### src/rtl/ev2_pcie_packer.sv
// ev2 event packer: pairs 16-bit event words into 32-bit entries and drains them to the DMA FIFO.
// Optional macro EV2_PACKER_STATS_EN adds words_o, a count of 32-bit words popped to DMA.
module ev2_pcie_packer #(
  parameter int DEPTH = 16
) (
  input  logic        clk_i,
  input  logic        rst_n_i,
  input  logic [15:0] ev2_dat_i,
  input  logic        ev2_wr_i,
  output logic        ev2_full_o,
  output logic [15:0] ev2_count_o,
  input  logic        ev2_rst_i,
  output logic        ev2_rst_ack_o,
  output logic [31:0] dma_dat_o,
  output logic        dma_wr_o,
  input  logic        dma_full_i,
  output logic        overflow_o
`ifdef EV2_PACKER_STATS_EN
  ,
  output logic [31:0] words_o
`endif
);

  localparam int PTR_W = $clog2(DEPTH);
  localparam logic [PTR_W:0] DEPTH_C = DEPTH[PTR_W:0];
  localparam logic [PTR_W:0] FULL_TH_C = DEPTH_C - {{PTR_W{1'b0}}, 1'b1};
  localparam logic [PTR_W:0] ONE_C = {{PTR_W{1'b0}}, 1'b1};

  typedef enum logic [0:0] {
    ST_RUN   = 1'b0,
    ST_FLUSH = 1'b1
  } state_t;

  state_t         state_q, state_d;
  logic [PTR_W:0] wr_ptr_q, wr_ptr_d;
  logic [PTR_W:0] rd_ptr_q, rd_ptr_d;
  logic           half_q, half_d;
  logic [15:0]    low_q, low_d;
  logic           ovf_q, ovf_d;
  logic           full_q, full_d;
  logic           ack_q, ack_d;
  logic [15:0]    count_q, count_d;
  logic [31:0]    mem_q [DEPTH];

  logic [PTR_W:0] used_s;
  logic [PTR_W:0] used_next_s;
  logic           empty_s;
  logic           pop_s;
  logic           push_s;
  logic           flush_s;

`ifdef EV2_PACKER_STATS_EN
  logic [31:0] words_q, words_d;
`endif

  assign used_s  = wr_ptr_q - rd_ptr_q;
  assign empty_s = (used_s == {(PTR_W + 1){1'b0}});
  assign pop_s   = !empty_s && !dma_full_i && (state_q == ST_RUN);
  // Flush clears on the entry edge as well as while held in FLUSH, so writes are ignored throughout.
  assign flush_s = ev2_rst_i || (state_q == ST_FLUSH);

  // Next-state logic for the flush FSM, packer, pointers and status registers.
  always_comb begin
    state_d  = state_q;
    wr_ptr_d = wr_ptr_q;
    rd_ptr_d = rd_ptr_q;
    half_d   = half_q;
    low_d    = low_q;
    ovf_d    = ovf_q;
    push_s   = 1'b0;
`ifdef EV2_PACKER_STATS_EN
    words_d  = words_q;
`endif

    case (state_q)
      ST_RUN:   state_d = ev2_rst_i ? ST_FLUSH : ST_RUN;
      ST_FLUSH: state_d = ev2_rst_i ? ST_FLUSH : ST_RUN;
      default:  state_d = ST_RUN;
    endcase

    if (flush_s) begin
      wr_ptr_d = {(PTR_W + 1){1'b0}};
      rd_ptr_d = {(PTR_W + 1){1'b0}};
      half_d   = 1'b0;
      ovf_d    = 1'b0;
`ifdef EV2_PACKER_STATS_EN
      words_d  = 32'd0;
`endif
    end else begin
      if (pop_s) begin
        rd_ptr_d = rd_ptr_q + ONE_C;
`ifdef EV2_PACKER_STATS_EN
        words_d  = words_q + 32'd1;
`endif
      end else begin
        rd_ptr_d = rd_ptr_q;
      end
      if (ev2_wr_i) begin
        if (!half_q) begin
          low_d  = ev2_dat_i;
          half_d = 1'b1;
        end else if (used_s == DEPTH_C) begin
          // Dropping the whole pair keeps the next write on the low half.
          ovf_d  = 1'b1;
          half_d = 1'b0;
        end else begin
          push_s   = 1'b1;
          wr_ptr_d = wr_ptr_q + ONE_C;
          half_d   = 1'b0;
        end
      end else begin
        half_d = half_q;
      end
    end

    used_next_s = wr_ptr_d - rd_ptr_d;
    full_d      = (used_next_s >= FULL_TH_C) || (state_d == ST_FLUSH);
    ack_d       = (state_d == ST_FLUSH);
    count_d     = 16'({used_next_s, 1'b0}) + {15'd0, half_d};
  end

  // State and status registers.
  always_ff @(posedge clk_i or negedge rst_n_i) begin
    if (!rst_n_i) begin
      state_q  <= ST_RUN;
      wr_ptr_q <= {(PTR_W + 1){1'b0}};
      rd_ptr_q <= {(PTR_W + 1){1'b0}};
      half_q   <= 1'b0;
      low_q    <= 16'd0;
      ovf_q    <= 1'b0;
      full_q   <= 1'b0;
      ack_q    <= 1'b0;
      count_q  <= 16'd0;
`ifdef EV2_PACKER_STATS_EN
      words_q  <= 32'd0;
`endif
    end else begin
      state_q  <= state_d;
      wr_ptr_q <= wr_ptr_d;
      rd_ptr_q <= rd_ptr_d;
      half_q   <= half_d;
      low_q    <= low_d;
      ovf_q    <= ovf_d;
      full_q   <= full_d;
      ack_q    <= ack_d;
      count_q  <= count_d;
`ifdef EV2_PACKER_STATS_EN
      words_q  <= words_d;
`endif
    end
  end

  // Buffer storage; contents are qualified by the pointers, so no reset is needed.
  always_ff @(posedge clk_i) begin
    if (push_s) begin
      mem_q[wr_ptr_q[PTR_W-1:0]] <= {ev2_dat_i, low_q};
    end
  end

  assign dma_wr_o      = pop_s;
  assign dma_dat_o     = empty_s ? 32'd0 : mem_q[rd_ptr_q[PTR_W-1:0]];
  assign ev2_full_o    = full_q;
  assign ev2_count_o   = count_q;
  assign ev2_rst_ack_o = ack_q;
  assign overflow_o    = ovf_q;
`ifdef EV2_PACKER_STATS_EN
  assign words_o       = words_q;
`endif

endmodule

### config.mk
export PLATFORM = sky130hd
export DESIGN_NAME = ev2_pcie_packer
export DESIGN_NICKNAME = d
export VERILOG_FILES = /design/src/rtl/ev2_pcie_packer.sv
export SDC_FILE = /design/constraint.sdc
export NUM_CORES = 1
export LEC_CHECK = 0
export CAP_MARGIN = 0
export CORE_MARGIN = 8
export CORE_UTILIZATION = 44
export DETAILED_ROUTE_END_ITERATION = 8
export SYNTH_ARGS = -nofsm -noshare
export SYNTH_HDL_FRONTEND = slang
export SYNTH_SLANG_ARGS = --single-unit
export TNS_END_PERCENT = 30
### constraint.sdc
create_clock -name clk_i -period 6.7 [get_ports clk_i]
set_input_delay 1.34 -clock clk_i [delete_from_list [all_inputs] [get_ports clk_i]]
set_output_delay 1.34 -clock clk_i [all_outputs]
set_load 0.02 [all_outputs]
---- Word-level counts from Yosys, hierarchy flattened ----
Memory sizes are Yosys's and may differ from the RTL's.
Cells that the tools add are included.
storage, ports and cells
  output and inout bits ................... 52
  memories ................................ 1
  RAM bits ................................ 512
  register bits ........................... 37
  logic and storage cells ................. 52
operators by class
  muxes and demuxes ....................... 21
  reductions and logical operators ........ 12
  bitwise operators ....................... 3
  equality and inequality tests ........... 1
  order comparisons ....................... 1
  $add $sub $neg .......................... 5
memories
  memory  depth  width  rd ports  clocked after Yosys merged registers in  write ports  line  source
  mem_q   16     32     1         0                                        1            43    logic [31:0] mem_q [DEPTH];
operator list
  operator                                                                              count
  32-bit two-way mux                                                                    1
  5-bit two-way mux                                                                     6
  1-bit two-way mux                                                                     14
  5-bit by 1-bit adder with 5-bit output (second input constant)                        2
  5-bit subtractor                                                                      2
  6-bit by 1-bit adder with 7-bit output                                                1
  3-bit AND reduction                                                                   2
  2-bit nonzero test                                                                    3
  5-bit == test (second input constant)                                                 1
  5-bit by 4-bit greater-or-equal comparator with 1-bit output (second input constant)  1
  5-bit zero test                                                                       1
  1-bit inverter                                                                        3
  1-bit logical AND                                                                     2
  1-bit zero test                                                                       2
  1-bit logical OR                                                                      2

---- Depth between registers and ports, before layout ----
Gate-level depths: netlist of run 1.
  depth in word-level cells ............... 10
  mapped depth ............................ 21
  gate-level depth less buffers ........... 17

---- Least setup slack after synthesis of run 1 ----
No wires, ideal clock.
  path type ............................... reg-to-reg
  start ................................... register rd_ptr_q[1]
  end ..................................... memory mem_q[3][0] (enable)
  slack ................................... 1502 ps
  data arrival time ....................... 4737 ps
  clock period less this slack ............ 5198 ps
  path buffers ............................ 3
  stages on the path, launching flop included .. 13
  setup time .............................. 461 ps
  path through ............................ dfrtp_1 -> clkbuf_1 -> clkbuf_1 -> clkbuf_1 -> inv_1 -> ha_1 -> nor2b_4 -> o211a_1 -> nor3_4 -> o41ai_4 -> nor2_1 -> nand2_1 -> nor3_1
on the way
  cells in the longest elaborated chain, start to end .. 8
RTL lines
  what                                     line  source
  from (decl)                              36    logic [PTR_W:0] rd_ptr_q, rd_ptr_d;
  from (signal assigned)                   127   rd_ptr_q <= {(PTR_W + 1){1'b0}};
  from (signal assigned)                   140   rd_ptr_q <= rd_ptr_d;
  5-bit subtractor                         56    assign used_s = wr_ptr_q - rd_ptr_q;
  5-bit == test                            102   end else if (used_s == DEPTH_C) begin
  1-bit two-way mux                        102
  1-bit two-way mux                        99    if (!half_q) begin
  1-bit two-way mux                        98    if (ev2_wr_i) begin
  1-bit two-way mux                        81    if (flush_s) begin
  1-bit two-way mux                        155   if (push_s) begin
  1-bit two-way mux (not written as such)  156   mem_q[wr_ptr_q[PTR_W-1:0]] <= {ev2_dat_i, low_q};
  to (decl)                                43
Every way passes these cells.

---- Worst setup path after layout of run 1 ----
  start ................................... register rd_ptr_q[1]
  end ..................................... output port dma_dat_o[0]
on the way
  cells in the longest elaborated chain, start to end .. 3
  elaborated cells between the ends (all ways) .. 4
  those cells by class .................... 1 x add/sub; 1 x mux; 1 x reduce/logical; 1 x memory
RTL lines
  what                    line  source
  5-bit subtractor        56
  5-bit zero test         57    assign empty_s = (used_s == {(PTR_W + 1){1'b0}});
  32-bit two-way mux (*)  161   assign dma_dat_o = empty_s ? 32'd0 : mem_q[rd_ptr_q[PTR_W-1:0]];
  to (decl)               14    output logic [31:0] dma_dat_o,
Every way passes the cells marked *; elsewhere a longest branch is shown, timed or not.

==> impl_metrics.json, run 1 <==
{
  "status": "finished clean",
  "root_buffer": "clkbuf_16",
  "diodes": 0,
  "portBuffers": 62,
  "synth_seq_cells": 547,
  "gr-total-overflow": 0,
  "syn_area_um2": 21480,
  "r2r_end": "ev2_full_o$_DFF_PN0_",
  "drt_iter0_drc": 729,
  "path_max_fanout": 43,
  "wire_per_inst_um": 27.36,
  "layout_commonest_cell": "edfxtp_1",
  "design_area_um2": 24810,
  "final_min_period_over_clock_period": 0.8024,
  "cts.sinks": 547,
  "avgSynthCellArea_um2": 22.80,
  "holdPathEnd": "overflow_o$_DFFE_PN0P_",
  "async_flop_share": 0.06399,
  "fin_worst_skew_ns": 0.02188,
  "grt_pass1_vias": 10220,
  "initial_utilization": 0.4425,
  "holdPathStages": 2,
  "post_cts_buffers": 0,
  "ioPinCount": 73,
  "grtUsageTotal": 0.1689,
  "path_cells": "inv_1, ha_1, nor2b_4, o211ai_1, a21oi_1, nor4_4, buf_4, and2b_1, clkdlybuf4s50_1",
  "clkTransAtPathRegs_ns": 0.06,
  "via_per_inst": 5.737,
  "holdCritPathClass": "register to register",
  "h-tree-depth": 2,
  "drive_gt1_frac": 0.2917,
  "arrival_ns": 4.04,
  "holdCritStartpoint": "overflow_o$_DFFE_PN0P_",
  "ff2ff_setup_slack_ns": 2.08,
  "synth_flop_cell": "edfxtp_1",
  "max_freq_ghz": 0.1860,
  "rsz0062_at_grt": "no",
  "cellPowerDensity_nw_per_um2": 291.6,
  "cap_violations": 0,
  "yosysWarningCount": 0,
  "synth-edff-count": 512,
  "drv_slew": 0,
  "dieArea_um2": 56140,
  "row_count": 81,
  "hold_violations": 0,
  "drt-pass1-iter-count": 5,
  "gp_congestion": 0.7234,
  "grt_pass1_wl_um": 69790,
  "instances_no_fill": 1702,
  "nets": 1075,
  "final_cell_mix": "512 x edfxtp_1, 160 x mux4_2, 61 x clkdlybuf4s50_1",
  "die_x_um": 236.9,
  "synth_seq_area_share": 0.7566,
  "routed_wl_um": 46570,
  "cts_buffers": 55,
  "tightest_slew_ns": 0.9963,
  "slew_headroom": 0.3342,
  "slowest_stage": "dfrtp_4",
  "endpoint_kind": "output port",
  "drc": 0,
  "rr_worst_depth": 16,
  "die_y_um": 236.9,
  "dp.cells": 1605,
  "critical_path_class": "register to output port",
  "dpl_cell_area_um2": 22960,
  "grt_max_degree": 47,
  "period_minus_slack_ns": 5.376,
  "final_util": 0.5111,
  "syn_to_final_growth_pct": 15.52,
  "antenna_found_initial": 1,
  "worstSetupStartpointType": "register",
  "dp_hpwl_um": 25110,
  "clockBufferDepth": 3,
  "r2r-start": "rd_ptr_q[1]$_DFF_PN0_",
  "p_leak_nw": 7.718,
  "ctsHoldBuffers": 0,
  "critical_path_required_ns": 5.36,
  "core-area_um2": 48550,
  "tritoncts": "done",
  "num_vias": 9765,
  "cts_resized": 0,
  "tns_ns": 0,
  "ant_nets": 0,
  "synthCells": 942,
  "synth_cell_type_count": 52,
  "slowest_delay_ns": 0.86,
  "clock_latency_ns": 0.60,
  "setup_viol_count_final": 0,
  "peakVddDrop_mv": 0.2094
}
-- area by class of cell --
type                            count  area, µm²
Timing Repair Buffer               90      838.3
Multi-Input combinational cell    336       5045
Clock buffer                       67       1431
Sequential cell                   547      16260
Fill cell                        3751      23730
Tap cell                          622      778.2
Clock inverter                     30      424.2
Inverter                           10      37.54
-- Yosys cell counts, types with 2 or more instances --
| library cell | number | share of area |
|---|---|---|
| edfxtp_1 | 512 | 0.72 |
| mux4_2 | 160 | 0.17 |
| dfrtp_1 | 35 | 0.041 |
| nor2b_1 | 30 | 0.0087 |
| nor2_1 | 24 | 0.0042 |
| clkbuf_1 | 22 | 0.0038 |
| mux2_2 | 16 | 0.0084 |
| buf_2 | 15 | 0.0035 |
| ha_1 | 13 | 0.0076 |
| buf_4 | 12 | 0.0042 |
| xnor2_1 | 10 | 0.0041 |
| inv_1 | 9 | 0.0016 |
| a21oi_1 | 8 | 0.0019 |
| nand2_1 | 8 | 0.0014 |
| buf_1 | 7 | 0.0012 |
| nand2b_1 | 7 | 0.0020 |
| nor3_1 | 5 | 0.0012 |
| a21o_1 | 4 | 0.0014 |
| mux2i_1 | 4 | 0.0019 |
| nand3_1 | 3 | 0.00070 |
| and2_1 | 2 | 0.00058 |
| and2b_1 | 2 | 0.00070 |
| nor4_1 | 2 | 0.00058 |
| o211ai_1 | 2 | 0.00070 |
| xnor2_2 | 2 | 0.0015 |
| xor2_1 | 2 | 0.00082 |
-- state kept, by name (all words and copies together), names as in the netlist --
signal and count:
mem_q 512, overflow_o 1, rd_ptr_q 5, low_q 16
ev2_rst_ack_o 1, ev2_full_o 1, wr_ptr_q 5, ev2_count_o 6
-- logic make-up (layout without fill, tap and decap cells) --
| logic type | Yosys count | in the layout | share of synthesized area |
|---|---|---|---|
| DFF | 547 | 547 | 0.7566 |
| muxes | 180 | 180 | 0.1780 |
| adders and majority gates | 14 | 14 | 0.008505 |
| buffers and inverters | 68 | 197 | 0.01567 |
| and+or+nand+nor | 96 | 96 | 0.02604 |
| xor gates and xnor gates | 14 | 14 | 0.006408 |
| other | 1 | 10 | 0.0001746 |
| AOI/OAI and AO/OA | 22 | 22 | 0.008621 |
-- per-layer routing --
| layer | GRT usage | vias up | part of all wire | wire length, µm |
|---|---|---|---|---|
| li1 | - | 4106 | - | - |
| met1 | 0.2339 | 5323 | 0.44 | 20360 |
| met2 | 0.2760 | 274 | 0.49 | 22800 |
| met3 | 0.03441 | 62 | 0.058 | 2690 |
| met4 | 0.03651 | 0 | 0.016 | 722 |
| met5 | 0 | - | 0 | 0 |
-- power breakdown --
group | switching (mW) | internal [mW] | leakage (nW) | total [mW]
sequential | 0.102 | 3.84 | 5.05 | 3.95
combinational | 0.0648 | 0.0467 | 1.76 | 0.111
clock | 1.25 | 1.93 | 0.904 | 3.18
total | 1.41 | 5.82 | 7.72 | 7.24
-- worst max-delay path by stage --
stage	startpoint	endpoint
4_1_cts	rd_ptr_q[1]$_DFF_PN0_	dma_dat_o[0]
3_5_place_dp	rd_ptr_q[1]$_DFF_PN0_	dma_dat_o[0]
5_1_grt	rd_ptr_q[1]$_DFF_PN0_	dma_dat_o[0]
2_1_floorplan	rd_ptr_q[1]$_DFF_PN0_	mem_q[3][0]$_DFFE_PP_
6_report	rd_ptr_q[1]$_DFF_PN0_	dma_dat_o[0]
3_3_place_gp	rd_ptr_q[1]$_DFF_PN0_	dma_dat_o[0]
-- critical path, delay by kind of cell (launching register included) --
family | cells | cell delay [ns]
AO/OA/AOI/OAI | 2 | 0.36
adder cells (fa/ha/maj) | 1 | 0.33
buffers and inverters | 3 | 0.93
AND/OR/NAND/NOR | 3 | 0.94
flip-flops | 1 | 0.86
-- through the flow --
step	setup WS [ns]	total power [mW]	hold slack, ns
after floorplan	1.502	4.026	0.5530
after detailed placement	1.905	4.135	0.4920
after CTS	1.229	7.314	0.5066
after global placement	1.934	4.122	0.4883
final	1.324	7.236	0.4939
after global routing	1.060	7.463	0.5084
(Power assumes the default switching activity.)
==> run 2: changes to the inputs <==
==> constraint.sdc (replaced) <==
create_clock -name clk_i -period 5.4 [get_ports clk_i]
set_input_delay 1.08 -clock clk_i [delete_from_list [all_inputs] [get_ports clk_i]]
set_output_delay 1.08 -clock clk_i [all_outputs]
set_load 0.02 [all_outputs]
==> impl_metrics.json, run 2 (same netlist as run 1, synthesis figures left out) <==
{
  "syn_to_final_growth_pct": 15.44,
  "peakVddDrop_mv": 0.3124,
  "post_cts_buffers": 0,
  "layout_commonest_cell": "edfxtp_1",
  "endpoint_kind": "output port",
  "ff2ff_setup_slack_ns": 1.32,
  "p_leak_nw": 7.683,
  "tightest_slew_ns": 0.9002,
  "drc": 0,
  "final_min_period_over_clock_period": 0.8421,
  "row_count": 81,
  "fin_worst_skew_ns": 0.01790,
  "holdCritPathClass": "register to register",
  "portBuffers": 62,
  "via_per_inst": 5.763,
  "tritoncts": "done",
  "max_freq_ghz": 0.2199,
  "worstSetupStartpointType": "register",
  "slew_headroom": 0.3999,
  "status": "finished clean",
  "die_y_um": 236.9,
  "cts.sinks": 547,
  "drt-pass1-iter-count": 5,
  "wire_per_inst_um": 27.05,
  "core-area_um2": 48550,
  "diodes": 0,
  "period_minus_slack_ns": 4.547,
  "dieArea_um2": 56140,
  "largest_register_ffs": 512,
  "cellPowerDensity_nw_per_um2": 354.8,
  "drt_iter0_drc": 764,
  "h-tree-depth": 2,
  "grtUsageTotal": 0.1656,
  "path_max_fanout": 44,
  "crit_start": "rd_ptr_q[0]$_DFF_PN0_",
  "dp_hpwl_um": 23940,
  "critical_path_required_ns": 4.32,
  "r2r_end": "ev2_full_o$_DFF_PN0_",
  "cap_violations": 0,
  "grt_pass1_wl_um": 69120,
  "ioPinCount": 73,
  "antenna_found_initial": 0,
  "holdPathEnd": "overflow_o$_DFFE_PN0P_",
  "drive_gt1_frac": 0.2924,
  "drv_slew": 0,
  "rsz0062_at_grt": "no",
  "cts_buffers": 56,
  "grt_pass1_vias": 10320,
  "tns_ns": 0,
  "clkTransAtPathRegs_ns": 0.06,
  "rr_worst_depth": 14,
  "die_x_um": 236.9,
  "cts_resized": 0,
  "r2r-start": "wr_ptr_q[3]$_DFF_PN0_",
  "setup_viol_count_final": 0,
  "ctsHoldBuffers": 0,
  "clockBufferDepth": 3,
  "final_cell_mix": "512 x edfxtp_1, 160 x mux4_2, 61 x clkdlybuf4s50_1",
  "gr-total-overflow": 0,
  "routed_wl_um": 46160,
  "ant_nets": 0,
  "gp_congestion": 0.7335,
  "initial_utilization": 0.4425,
  "holdCritStartpoint": "overflow_o$_DFFE_PN0P_",
  "num_vias": 9831,
  "critical_path_class": "register to output port",
  "arrival_ns": 3.47,
  "grt_max_degree": 132,
  "total_power_mw": 8.798,
  "nets": 1075,
  "final_util": 0.5108,
  "holdPathStages": 2,
  "hold_violations": 0,
  "clock_latency_ns": 0.61,
  "root_buffer": "clkbuf_16"
}
run 2: critical path, stage by stage (launching register included):
cell	delay, ns
dfrtp_4	0.60
buf_12	0.36
mux4_2	0.57
mux4_2	0.53
nor2b_1	0.17
clkdlybuf4s50_1	0.57
run 2: worst max path at each step:
stage	end	slack, ns	cells after the start
6_report	dma_dat_o[13]	0.85	5
5_1_grt	dma_dat_o[31]	0.67	7
4_1_cts	dma_dat_o[13]	0.79	5
3_5_place_dp	ev2_full_o$_DFF_PN0_	1.35	14
3_3_place_gp	mem_q[7][7]$_DFFE_PP_	1.39	6
2_1_floorplan	mem_q[3][0]$_DFFE_PP_	0.20	12
run 2: metal layers:
layer / vias up / share of wire / global-route usage
li1: 4107 / - / -
met1: 5380 / 0.45 / 0.2342
met2: 278 / 0.48 / 0.2640
met3: 66 / 0.054 / 0.02825
met4: 0 / 0.021 / 0.04737
met5: - / 0 / 0
run 2: final cells by class:
class,instances,area [µm²]
sequential,547,16260
clock buffer,68,1466
fill,3800,23750
tap,622,778.2
inverter,10,37.54
multi-input combinational,336,5045
clock inverter,34,329.1
timing repair buffer,89,880.8
run 2: report_power, final:
group	internal, mW	switching [mW]
sequential	4.77	0.123
combinational	0.0577	0.0816
clock	2.17	1.59
run 2: per-stage QoR:
stage,hold slack (ns),instance area [µm²],std cells,setup WS (ns)
2_1_floorplan,0.5530,21510,951,0.2017
3_3_place_gp,0.4940,23000,1604,1.385
3_5_place_dp,0.5538,23000,1604,1.349
4_1_cts,0.5665,24800,1706,0.7917
5_1_grt,0.5913,24800,1706,0.6708
6_report,0.5334,24800,1706,0.8528
